--- config.mk ---
export PLATFORM = sky130hd
export DESIGN_NAME = timer_counter
export DESIGN_NICKNAME = d
export VERILOG_FILES = /design/src/rtl/timer_counter_pkg.sv /design/src/rtl/tc_prescaler.sv /design/src/rtl/timer_counter.sv
export SDC_FILE = /design/constraint.sdc
export NUM_CORES = 1
export LEC_CHECK = 0
export CORE_ASPECT_RATIO = 0.8
export CORE_MARGIN = 5
export CORE_UTILIZATION = 45
export CTS_BUF_LIST = sky130_fd_sc_hd__clkbuf_16
export CTS_CLUSTER_DIAMETER = 30
export DETAILED_ROUTE_END_ITERATION = 7
export PLACE_DENSITY_LB_ADDON = 0.15
export SYNTH_ARGS = -nofsm -noshare
export SYNTH_HDL_FRONTEND = slang
export SYNTH_HIERARCHICAL = 1
export SYNTH_SLANG_ARGS = --single-unit
--- constraint.sdc ---
create_clock -name clk -period 5 [get_ports clk]
set_clock_uncertainty 0.05 [all_clocks]
set_input_delay 0.5 -clock clk [delete_from_list [all_inputs] [get_ports clk]]
set_output_delay 0.5 -clock clk [all_outputs]
set_load 0.02 [all_outputs]
--- src/rtl/timer_counter_pkg.sv ---
// -----------------------------------------------------------------------------
// timer_counter_pkg
//   Shared definitions for the memory-mapped down-counting timer:
//   - register word offsets (address bits [3:2])
//   - FSM state codes
//   - MODE encodings
//   - CTRL bit positions and the packed CTRL layout
//   - helpers to decode a CTRL store and to build the CTRL read value
//   No ports; imported by timer_counter and tc_prescaler.
// -----------------------------------------------------------------------------
package timer_counter_pkg;

    // Register word offsets.
    localparam logic [1:0] TC_CTRL   = 2'd0;  // byte 0x0
    localparam logic [1:0] TC_PRESET = 2'd1;  // byte 0x4
    localparam logic [1:0] TC_COUNT  = 2'd2;  // byte 0x8, read-only

    // MODE encodings; 2'b1x is treated as one-shot.
    localparam logic [1:0] TC_MODE_ONESHOT = 2'b00;
    localparam logic [1:0] TC_MODE_RELOAD  = 2'b01;

    // CTRL bit positions.
    localparam int TC_CTRL_EN_BIT   = 0;
    localparam int TC_CTRL_MODE_LSB = 1;
    localparam int TC_CTRL_IM_BIT   = 3;
    localparam int TC_CTRL_PS_LSB   = 4;
    localparam int TC_PS_W          = 8;

    typedef enum logic [1:0] {
        TC_IDLE = 2'd0,
        TC_LOAD = 2'd1,
        TC_CNT  = 2'd2,
        TC_INT  = 2'd3
    } tc_state_e;

    typedef struct packed {
        logic [TC_PS_W-1:0] ps;    // prescale divisor minus one
        logic               im;    // irq mask (1 = irq visible)
        logic [1:0]         mode;  // 00 one-shot, 01 auto-reload
        logic               en;    // timer enable
    } tc_ctrl_t;

    // Decode the low CTRL bits of a store into fields.
    function automatic tc_ctrl_t ctrl_unpack(input logic [11:0] w);
        tc_ctrl_t c;
        c.en   = w[TC_CTRL_EN_BIT];
        c.mode = w[TC_CTRL_MODE_LSB +: 2];
        c.im   = w[TC_CTRL_IM_BIT];
        c.ps   = w[TC_CTRL_PS_LSB +: TC_PS_W];
        return c;
    endfunction

    // Place CTRL fields at their bus positions; every other bit reads 0.
    function automatic logic [31:0] ctrl_read(input tc_ctrl_t c);
        logic [31:0] r;
        r = '0;
        r[TC_CTRL_EN_BIT]                = c.en;
        r[TC_CTRL_MODE_LSB +: 2]         = c.mode;
        r[TC_CTRL_IM_BIT]                = c.im;
        r[TC_CTRL_PS_LSB +: TC_PS_W]     = c.ps;
        return r;
    endfunction

    // Collapse the reserved MODE codes onto one-shot.
    function automatic logic [1:0] mode_eff(input logic [1:0] mode);
        return (mode == TC_MODE_RELOAD) ? TC_MODE_RELOAD : TC_MODE_ONESHOT;
    endfunction

endpackage

--- src/rtl/tc_prescaler.sv ---
// -----------------------------------------------------------------------------
// tc_prescaler
//   8-bit divider for the timer: while en is high it emits one tick every
//   ps+1 cycles. clr restarts the division from zero. Only compiled into the
//   design when TC_PRESCALE_EN is defined.
// Ports:
//   clk    in   rising-edge clock
//   reset  in   synchronous, active-low
//   clr    in   restart division (timer LOAD or EN=0)
//   en     in   count this cycle (timer in CNT with EN set)
//   ps     in   divisor minus one
//   tick   out  decrement strobe for the timer counter
// -----------------------------------------------------------------------------
`ifdef TC_PRESCALE_EN
module tc_prescaler
    import timer_counter_pkg::*;
(
    input  logic               clk,
    input  logic               reset,
    input  logic               clr,
    input  logic               en,
    input  logic [TC_PS_W-1:0] ps,
    output logic               tick
);

    logic [TC_PS_W-1:0] div_q;
    logic [TC_PS_W-1:0] div_d;

    // >= rather than == so a PS lowered mid-count cannot strand the divider.
    assign tick = en && (div_q >= ps);

    always_comb begin
        div_d = div_q;
        if (clr) begin
            div_d = '0;
        end else if (en) begin
            div_d = tick ? '0 : div_q + TC_PS_W'(1);
        end
    end

    always_ff @(posedge clk) begin
        if (!reset) begin
            div_q <= '0;
        end else begin
            div_q <= div_d;
        end
    end

endmodule
`endif

--- src/rtl/timer_counter.sv ---
// -----------------------------------------------------------------------------
// timer_counter
//   Memory-mapped down-counting timer on the CPU data bus. The CPU programs
//   CTRL/PRESET with stores and reads CTRL/PRESET/COUNT with loads; a level
//   interrupt is raised on expiry.
//   Registers (word offset = addr):
//     0 CTRL   [0] EN, [2:1] MODE (00 one-shot, 01 auto-reload, 1x one-shot),
//              [3] IM, [11:4] PS (only with TC_PRESCALE_EN, else reads 0)
//     1 PRESET reload value
//     2 COUNT  current count, read-only
//     3 reserved, reads 0, writes ignored
// Ports:
//   clk    in   rising-edge clock
//   reset  in   synchronous, active-low
//   sel    in   bridge decode hit
//   we     in   store strobe, qualified by sel
//   addr   in   word offset (A[3:2])
//   wdata  in   store data
//   rdata  out  combinational read data
//   irq    out  level interrupt = irq_flag & IM
// Build option:
//   TC_PRESCALE_EN  enables CTRL.PS and the tc_prescaler divider.
// -----------------------------------------------------------------------------
module timer_counter
    import timer_counter_pkg::*;
#(
    parameter int CNT_W    = 32,
    parameter int BASE_SEL = 2
) (
    input  logic                clk,
    input  logic                reset,
    input  logic                sel,
    input  logic                we,
    input  logic [BASE_SEL-1:0] addr,
    input  logic [31:0]         wdata,
    output logic [31:0]         rdata,
    output logic                irq
);

    localparam logic [BASE_SEL-1:0] A_CTRL   = BASE_SEL'(TC_CTRL);
    localparam logic [BASE_SEL-1:0] A_PRESET = BASE_SEL'(TC_PRESET);
    localparam logic [BASE_SEL-1:0] A_COUNT  = BASE_SEL'(TC_COUNT);

    tc_state_e        state_q, state_d;
    tc_ctrl_t         ctrl_q, ctrl_d;
    logic [CNT_W-1:0] preset_q, preset_d;
    logic [CNT_W-1:0] count_q, count_d;
    logic             irq_flag_q, irq_flag_d;

    logic             ctrl_wr;
    logic             preset_wr;
    logic             stop_wr;     // CTRL store that clears EN
    tc_ctrl_t         ctrl_wval;
    logic             reload;
    logic             tick;
    logic             expire;

    // -------------------------------------------------------------------------
    // Bus decode
    // -------------------------------------------------------------------------
    assign ctrl_wr   = sel && we && (addr == A_CTRL);
    assign preset_wr = sel && we && (addr == A_PRESET);
    assign reload    = (mode_eff(ctrl_q.mode) == TC_MODE_RELOAD);

    always_comb begin
        ctrl_wval = ctrl_unpack(wdata[11:0]);
`ifndef TC_PRESCALE_EN
        ctrl_wval.ps = '0;
`endif
    end

    assign stop_wr = ctrl_wr && !ctrl_wval.en;

    // -------------------------------------------------------------------------
    // Decrement strobe
    // -------------------------------------------------------------------------
`ifdef TC_PRESCALE_EN
    tc_prescaler u_prescaler (
        .clk   (clk),
        .reset (reset),
        .clr   ((state_q == TC_LOAD) || !ctrl_q.en),
        .en    ((state_q == TC_CNT) && ctrl_q.en),
        .ps    (ctrl_q.ps),
        .tick  (tick)
    );
`else
    assign tick = 1'b1;
`endif

    // Count reaches zero on this edge; COUNT<=1 covers PRESET=0 and PRESET=1.
    assign expire = (state_q == TC_CNT) && ctrl_q.en && tick &&
                    (count_q <= CNT_W'(1));

    // -------------------------------------------------------------------------
    // State register and datapath flops
    // -------------------------------------------------------------------------
    // NOTE: sequential blocks use non-blocking (<=) so every flop samples the
    // pre-edge value of the others; blocking here would create order-dependent
    // races between always_ff blocks and mismatch gate-level behaviour.
    always_ff @(posedge clk) begin
        if (!reset) begin
            state_q    <= TC_IDLE;
            ctrl_q     <= '0;
            preset_q   <= '0;
            count_q    <= '0;
            irq_flag_q <= 1'b0;
        end else begin
            state_q    <= state_d;
            ctrl_q     <= ctrl_d;
            preset_q   <= preset_d;
            count_q    <= count_d;
            irq_flag_q <= irq_flag_d;
        end
    end

    // -------------------------------------------------------------------------
    // Next-state logic
    // -------------------------------------------------------------------------
    // NOTE: every variable assigned in an always_comb gets a default on the
    // first line; a path that skips an assignment would otherwise infer a latch.
    always_comb begin
        state_d = state_q;
        if (stop_wr) begin
            state_d = TC_IDLE;
        end else begin
            case (state_q)
                TC_IDLE: if (ctrl_q.en) state_d = TC_LOAD;
                TC_LOAD: state_d = TC_CNT;
                TC_CNT: begin
                    if (!ctrl_q.en) begin
                        state_d = TC_IDLE;
                    end else if (expire) begin
                        state_d = TC_INT;
                    end
                end
                TC_INT:  state_d = reload ? TC_LOAD : TC_IDLE;
                default: state_d = TC_IDLE;
            endcase
        end
    end

    // -------------------------------------------------------------------------
    // Register / counter update
    // -------------------------------------------------------------------------
    always_comb begin
        ctrl_d     = ctrl_q;
        preset_d   = preset_q;
        count_d    = count_q;
        irq_flag_d = irq_flag_q;

        // A CPU store to CTRL wins over the one-shot EN clear.
        if (ctrl_wr) begin
            ctrl_d = ctrl_wval;
        end else if (state_q == TC_INT && !reload) begin
            ctrl_d.en = 1'b0;
        end

        // PRESET only reaches COUNT through LOAD.
        if (preset_wr) begin
            preset_d = CNT_W'(wdata);
        end

        // A stopping store freezes COUNT on the same edge.
        if (!stop_wr) begin
            case (state_q)
                TC_LOAD: count_d = preset_q;
                TC_CNT: begin
                    if (ctrl_q.en && tick) begin
                        count_d = (count_q > CNT_W'(1)) ? count_q - CNT_W'(1) : '0;
                    end
                end
                default: count_d = count_q;
            endcase
        end

        // irq_flag rises on entry to INT. Auto-reload drops it when leaving
        // INT (one-cycle pulse); one-shot keeps it until a CTRL store.
        if (ctrl_wr) begin
            irq_flag_d = 1'b0;
        end else if (expire) begin
            irq_flag_d = 1'b1;
        end else if (state_q == TC_INT && reload) begin
            irq_flag_d = 1'b0;
        end
    end

    // -------------------------------------------------------------------------
    // Outputs
    // -------------------------------------------------------------------------
    always_comb begin
        irq   = irq_flag_q & ctrl_q.im;
        rdata = '0;
        if (addr == A_CTRL) begin
            rdata = ctrl_read(ctrl_q);
        end else if (addr == A_PRESET) begin
            rdata = 32'(preset_q);
        end else if (addr == A_COUNT) begin
            rdata = 32'(count_q);
        end
    end

endmodule
==> results.sh <==
export IMPL_outcome="completed"
export IMPL_cts_resized=0
export IMPL_num_rows=31
export IMPL_clock_latency_ns=0.33
export IMPL_p_leak_nw=1.78
export IMPL_ys_ff_latch=71
export IMPL_firstDrtPassIters=5
export IMPL_crit_path_start_kind="input pin"
export IMPL_grt_pass1_vias=4048
export IMPL_cp_required_ns=4.45
export IMPL_synth_flop_cell="dfxtp_1"
export IMPL_nNetsFinal=619
export IMPL_numCtsBuffers=9
export IMPL_ctsLongestPathBuffers=2
export IMPL_synthCells=537
export IMPL_seq_area_frac_synth_pct=35.1
export IMPL_die_h_um=94.9
export IMPL_areaGrowthSynthToFinish_pct=23.5
export IMPL_synth_edff_count=0
export IMPL_ys_warn_count=6
export IMPL_cts_setup_buffers=0
export IMPL_drive_gt1_share_pct=4.84
export IMPL_io_buffers=70
export IMPL_first_iter_violations=323
export IMPL_crit_arrival_ns=2.94
export IMPL_fmax_mhz=286
export IMPL_path_class="input pin to output port"
export IMPL_dr_total_vias=4328
export IMPL_peakVddDrop_mv=0.216
export IMPL_dpl_instance_area_mm2=0.00476
export IMPL_wl_um=12700
export IMPL_hold_path_class="register to register"
export IMPL_synth_fp_nets=581
export IMPL_maxSlewViolCount=0
export IMPL_die_w_um=116
export IMPL_yosysUniqueCellTypes=51
export IMPL_setup_viol=0
export IMPL_num_fill_cells=850
export IMPL_hold_ws_ns=0.419
export IMPL_hold_buffers=0
export IMPL_slew_limit_headroom_pct=20.7
export IMPL_dp_hpwl_um=8570
export IMPL_postRouteAntennaNets=0
export IMPL_syn_area_mm2=0.00405
export IMPL_period_needed_ns=3.49
export IMPL_crit_slowest_cell="clkdlybuf4s50_1"
export IMPL_powerDensity_mw_per_mm2=385
export IMPL_htreeDepth=3
export IMPL_drt_wirelength_per_cell_um=18.3
export IMPL_max_cap_violations=0
export IMPL_grt_pass1_wl_um=20600
export IMPL_dieArea_mm2=0.0110
export IMPL_antennaDiodeCount=0
export IMPL_gp_congestion=0.913
export IMPL_start_util_pct=45.4
export IMPL_timing_final_crit_share_pct=69.8
export IMPL_fp_coreArea_mm2=0.00892
export IMPL_hold_violations=0
export IMPL_grt_use_total_pct=23.5
export IMPL_syn_avg_cell_area_um2=7.54
export IMPL_critPathMaxFanout=19
export IMPL_cts_tree="built"
export IMPL_cp_end_kind="output port"
export IMPL_clockRootBuffer="clkbuf_16"
export IMPL_worst_pin_slew_ns=1.19
export IMPL_cpPeakStageDelay_ns=0.63
export IMPL_rsz0062_at_grt="false"
export IMPL_antenna_found_initial=0
export IMPL_clock_sinks=71
export IMPL_via_per_inst=6.25
export IMPL_synthArstFlopShare_pct=0
export IMPL_globalRouteOverflowTotal=0
export IMPL_clk_pin_slew_ns=0.05
export IMPL_drc_errors=0
export IMPL_io_pins=71
export IMPL_grt_max_degree=40
export IMPL_setup_tns_ns=0
export IMPL_critPathMostFrequentCell="clkdlybuf4s50_1"
export IMPL_design_area_mm2=0.00500
export IMPL_crit_chain="clkdlybuf4s50_1, nor2b_2, buf_4, nand2_1, o21ai_0, clkdlybuf4s50_1"
routing by layer:
| metal | vias to the layer above | wire length (µm) | global-route usage, % |
|---|---|---|---|
| met1 | 2074 | 5680 | 31.8 |
| met2 | 176 | 5810 | 37.4 |
| li1 | 2064 | - | - |
| met3 | 14 | 1020 | 5.45 |
| met5 | - | 0 | 0 |
| met4 | 0 | 139 | 6.86 |
cell type report:
cell class | instances | area (µm²) | share of cell area (%)
well taps | 115 | 144 | 2.88
flip-flops and latches | 71 | 1420 | 28.4
multi-input cells | 402 | 2380 | 47.5
repair buffers | 80 | 776 | 15.5
clock inverters | 5 | 20.0 | 0.400
clock buffers | 9 | 225 | 4.50
inverters | 11 | 41.3 | 0.825
synth_stat cells, drive strengths merged, types with 8 or more instances:
master | number | area [µm²]
clkbuf | 43 | 161
dfxtp | 71 | 1420
or4 | 12 | 97.6
a21oi | 57 | 285
nor4 | 15 | 100
inv | 9 | 33.8
a31oi | 19 | 119
nor3 | 16 | 80.1
nor2b | 8 | 50.1
o21ai | 18 | 90.1
buf | 10 | 55.1
nor2 | 23 | 86.3
nand2 | 96 | 360
nand3 | 19 | 95.1
a22o | 29 | 254
placed cells by master (no fill, tap or decap), types with 10 or more instances in the layout:
master / synthesis / layout
nor3_1: 16 / 16
dfxtp_1: 71 / 71
nor4_1: 14 / 14
or4_1: 10 / 10
nand3_1: 19 / 19
a22o_1: 29 / 29
inv_1: 9 / 11
a31oi_1: 19 / 19
clkdlybuf4s50_1: 0 / 70
nor2_1: 23 / 23
buf_4: 1 / 10
nand2_1: 96 / 96
a21oi_1: 57 / 57
o21ai_0: 18 / 18
kinds of logic (layout without fill, tap and decap cells):
kind of cell	count (synthesis)	in the layout	synth area share, %
buf+inv	64	105	6.36
flops	71	71	35.1
fa+ha+maj	6	6	1.85
compound gates	173	173	28.8
simple gates	216	216	26.1
mux	7	7	1.73
flip-flops by register name, summed over array words and instances, names as in the netlist:
signal      flops
ctrl_q          4
preset_q       32
state_q         2
irq_flag_q      1
count_q        32
stage by stage:
stage	worst slack [ns]	utilization, %	power, mW	instances
2_1_floorplan	2.71	-	1.16	537
3_3_place_gp	1.57	53.4	1.36	679
3_5_place_dp	1.49	53.4	1.37	679
4_1_cts	1.48	56.1	1.92	693
5_1_grt	1.32	56.1	2.02	693
6_report	1.51	56.1	1.93	693
report_power, final:
group | internal (mW) | switching (mW)
sequential | 0.592 | 0.0336
combinational | 0.235 | 0.518
clock | 0.322 | 0.227
total | 1.15 | 0.779
worst paths after layout:
kind,startpoint,endpoint,slack [ns],cells past startpoint
worst max register to register,count_q[24]$_SDFFE_PN0P_,count_q[30]$_SDFFE_PN0P_,2.00,5
worst min register to register,preset_q[24]$_SDFFE_PN0P_,preset_q[24]$_SDFFE_PN0P_,0.42,2
worst min-delay path,preset_q[24]$_SDFFE_PN0P_,preset_q[24]$_SDFFE_PN0P_,0.42,2
worst max-delay path,addr[0],rdata[1],1.51,6
worst max-delay path: cells and delay by family:
family,cells,cell delay (ns)
buffers and inverters,3,1.64
and+or+nand+nor,2,0.71
AOI/OAI and AO/OA,1,0.08
Power figures use the tool's default switching activity.
==> RTL change, RTL diff (same settings) <==
The parameter `BASE_SEL` goes from 2 to 1.
--- a/src/rtl/timer_counter.sv
+++ b/src/rtl/timer_counter.sv
@@ -26,5 +26,5 @@
 #(
     parameter int CNT_W    = 32,
-    parameter int BASE_SEL = 2
+    parameter int BASE_SEL = 1
 ) (
     input  logic                clk,
Interface: changed (resized addr); port bits go from 71 to 70. No check against the original RTL was run, so the function may have changed too.
==> RTL change against the unedited design <==
  * Sequential cell count did not move
  * Setup slack better by 280 ps
  * Clock power rose by 12%
  * Synthesized cell count decreased by 1.7%
  * Cell area barely moved
  * Routed wire length shrank 4.3%
  * Total power up 9.9%
  * Synthesized area down 1.4%
  * Die area shrank 1.2%
  * Critical path type is now reg2reg
  * Critical endpoint is now count_q[2]
==> RTL change: results (changes against the unedited design) <==
Timing
  • Slew at the pin with the worst max-slew slack: 1355 ps (+164.6 ps)

Place
  • Half-perimeter wire length after placement: 8.004 mm (-6.7%)
  • Last weighted congestion value of the routability-driven placer: 0.9061 (-0.70%)
  • Input/output buffers: 69 (-1.4%)

Power and ir drop
  • P_int: 1.273 mW (+11%)
  • Static power due to leakage: 1.865 nW (+5.0%)
  • Comb power: 863 uW (+15%)
  • Seq group: 644 uW (+3%)
  • Peak supply drop: 0.0002490 V (+15%)
  • Switching share of power: 0.3992 (-0.004711)

Routing
  • Total routed wirelength: 12.11 mm (-4.3%)
  • First DRT Iteration DRCs: 341 (+5.6%)
  • Post-DR vias/cell: 6.123 (-2.0%)

Clock tree
  • CTS-repair resized insts: 0 (unchanged)

Setup path
  • Top Family by Delay on Critical Path: compound AO/OA/AOI/OAI gates
  • Arrival time reported for the critical path endpoint: 3390 ps (+450 ps)
  • Register-to-register setup slack: 1790 ps (-210 ps)
  • Start point of the critical path: count_q[14]
  • Crit Path Max Fanout: 12 (-7)
  • CP endpoint kind: flop
  • CP max stage cell: sky130_fd_sc_hd__o31ai_2
  • Terminus of the critical flop-to-flop path: count_q[2]
  • Crit-path max cell delay: 1180 ps (+550 ps)

Cells and area
  • Final layout net count: 615 (-0.65%)
  • Largest registers in the final layout: count_q x32, preset_q x32, ctrl_q x4
  • Filler Cell Count: 824 (-3.1%)
  • Layout cell share with drive strength beyond 1: 0.06066 (+0.01222)

Synthesis
  • Share of synthesized area occupied by flip-flops and latches: 0.3557 (+0.004833)
  • Multiplexer share of the synthesized area: 0.01597 (-0.001327)
  • Most used standard cells in the synthesized netlist: sky130_fd_sc_hd__nand2_1 (95), sky130_fd_sc_hd__dfxtp_1 (71), sky130_fd_sc_hd__a21oi_1 (58)
  • Compound-cell area share of the yosys netlist: 0.2342 (-0.05426)
  • Largest cells by area after synthesis: sky130_fd_sc_hd__dfxtp_1 (36%), sky130_fd_sc_hd__nand2_1 (8.9%), sky130_fd_sc_hd__a21oi_1 (7.3%), sky130_fd_sc_hd__and2_1 (4.7%), sky130_fd_sc_hd__clkbuf_1 (3.5%)
  • Synthesized netlist net count: 571 (-1.7%)
  • Fraction of the mapped netlist area in adder cells: 0.01879 (+0.0002553)
  • Number of distinct library cell variants in the gate-level netlist after synthesis: 56 (+9.8%)

Status
  • Outcome: finished clean

GRT
  • Number of global-route vias before repair: 4033 (-0.37%)
  • Global-route wire length before repair: 20.26 mm (-1.6%)
  • Pin count of the biggest net entering global routing: 44 (+10%)
  • Total global routing track utilization: 0.2306 (-0.004499)

Hold path
  • Worst hold endpoint: preset_q[11]
  • Hold path start: preset_q[11]
  • Hold Path Cell Cnt: 2 (unchanged)
## RTL change: layout make-up
type,instances,area (sq um),area share
clock inverter,7,56.30,0.01126
multi-input combinational,404,2376,0.4752
inverter,10,37.54,0.007508
clock buffer,9,225.2,0.04505
timing repair buffer,76,743.2,0.1486
tap,112,140.1,0.02803
sequential,71,1421,0.2843
## RTL change: through the flow
step	hold WS (ps)	instances	setup WS (ps)	util	cell area [sq um]
after detailed placement	405.8	673	1637	0.5513	4718
final	411.9	689	1787	0.5842	5000
after global routing	438.6	689	1499	0.5842	5000
after CTS	411.6	689	1886	0.5842	5000
after floorplan	390.2	528	2551	-	3996
after global placement	401.2	673	1703	0.5513	4718
## RTL change: metal layers
metal	routed length (microns)	GRT usage	vias to the layer above
met2	5542	0.3574	174
met4	178	0.06843	0
met1	5498	0.3172	2014
met3	885	0.05409	18
li1	-	-	2013
met5	0	0	-
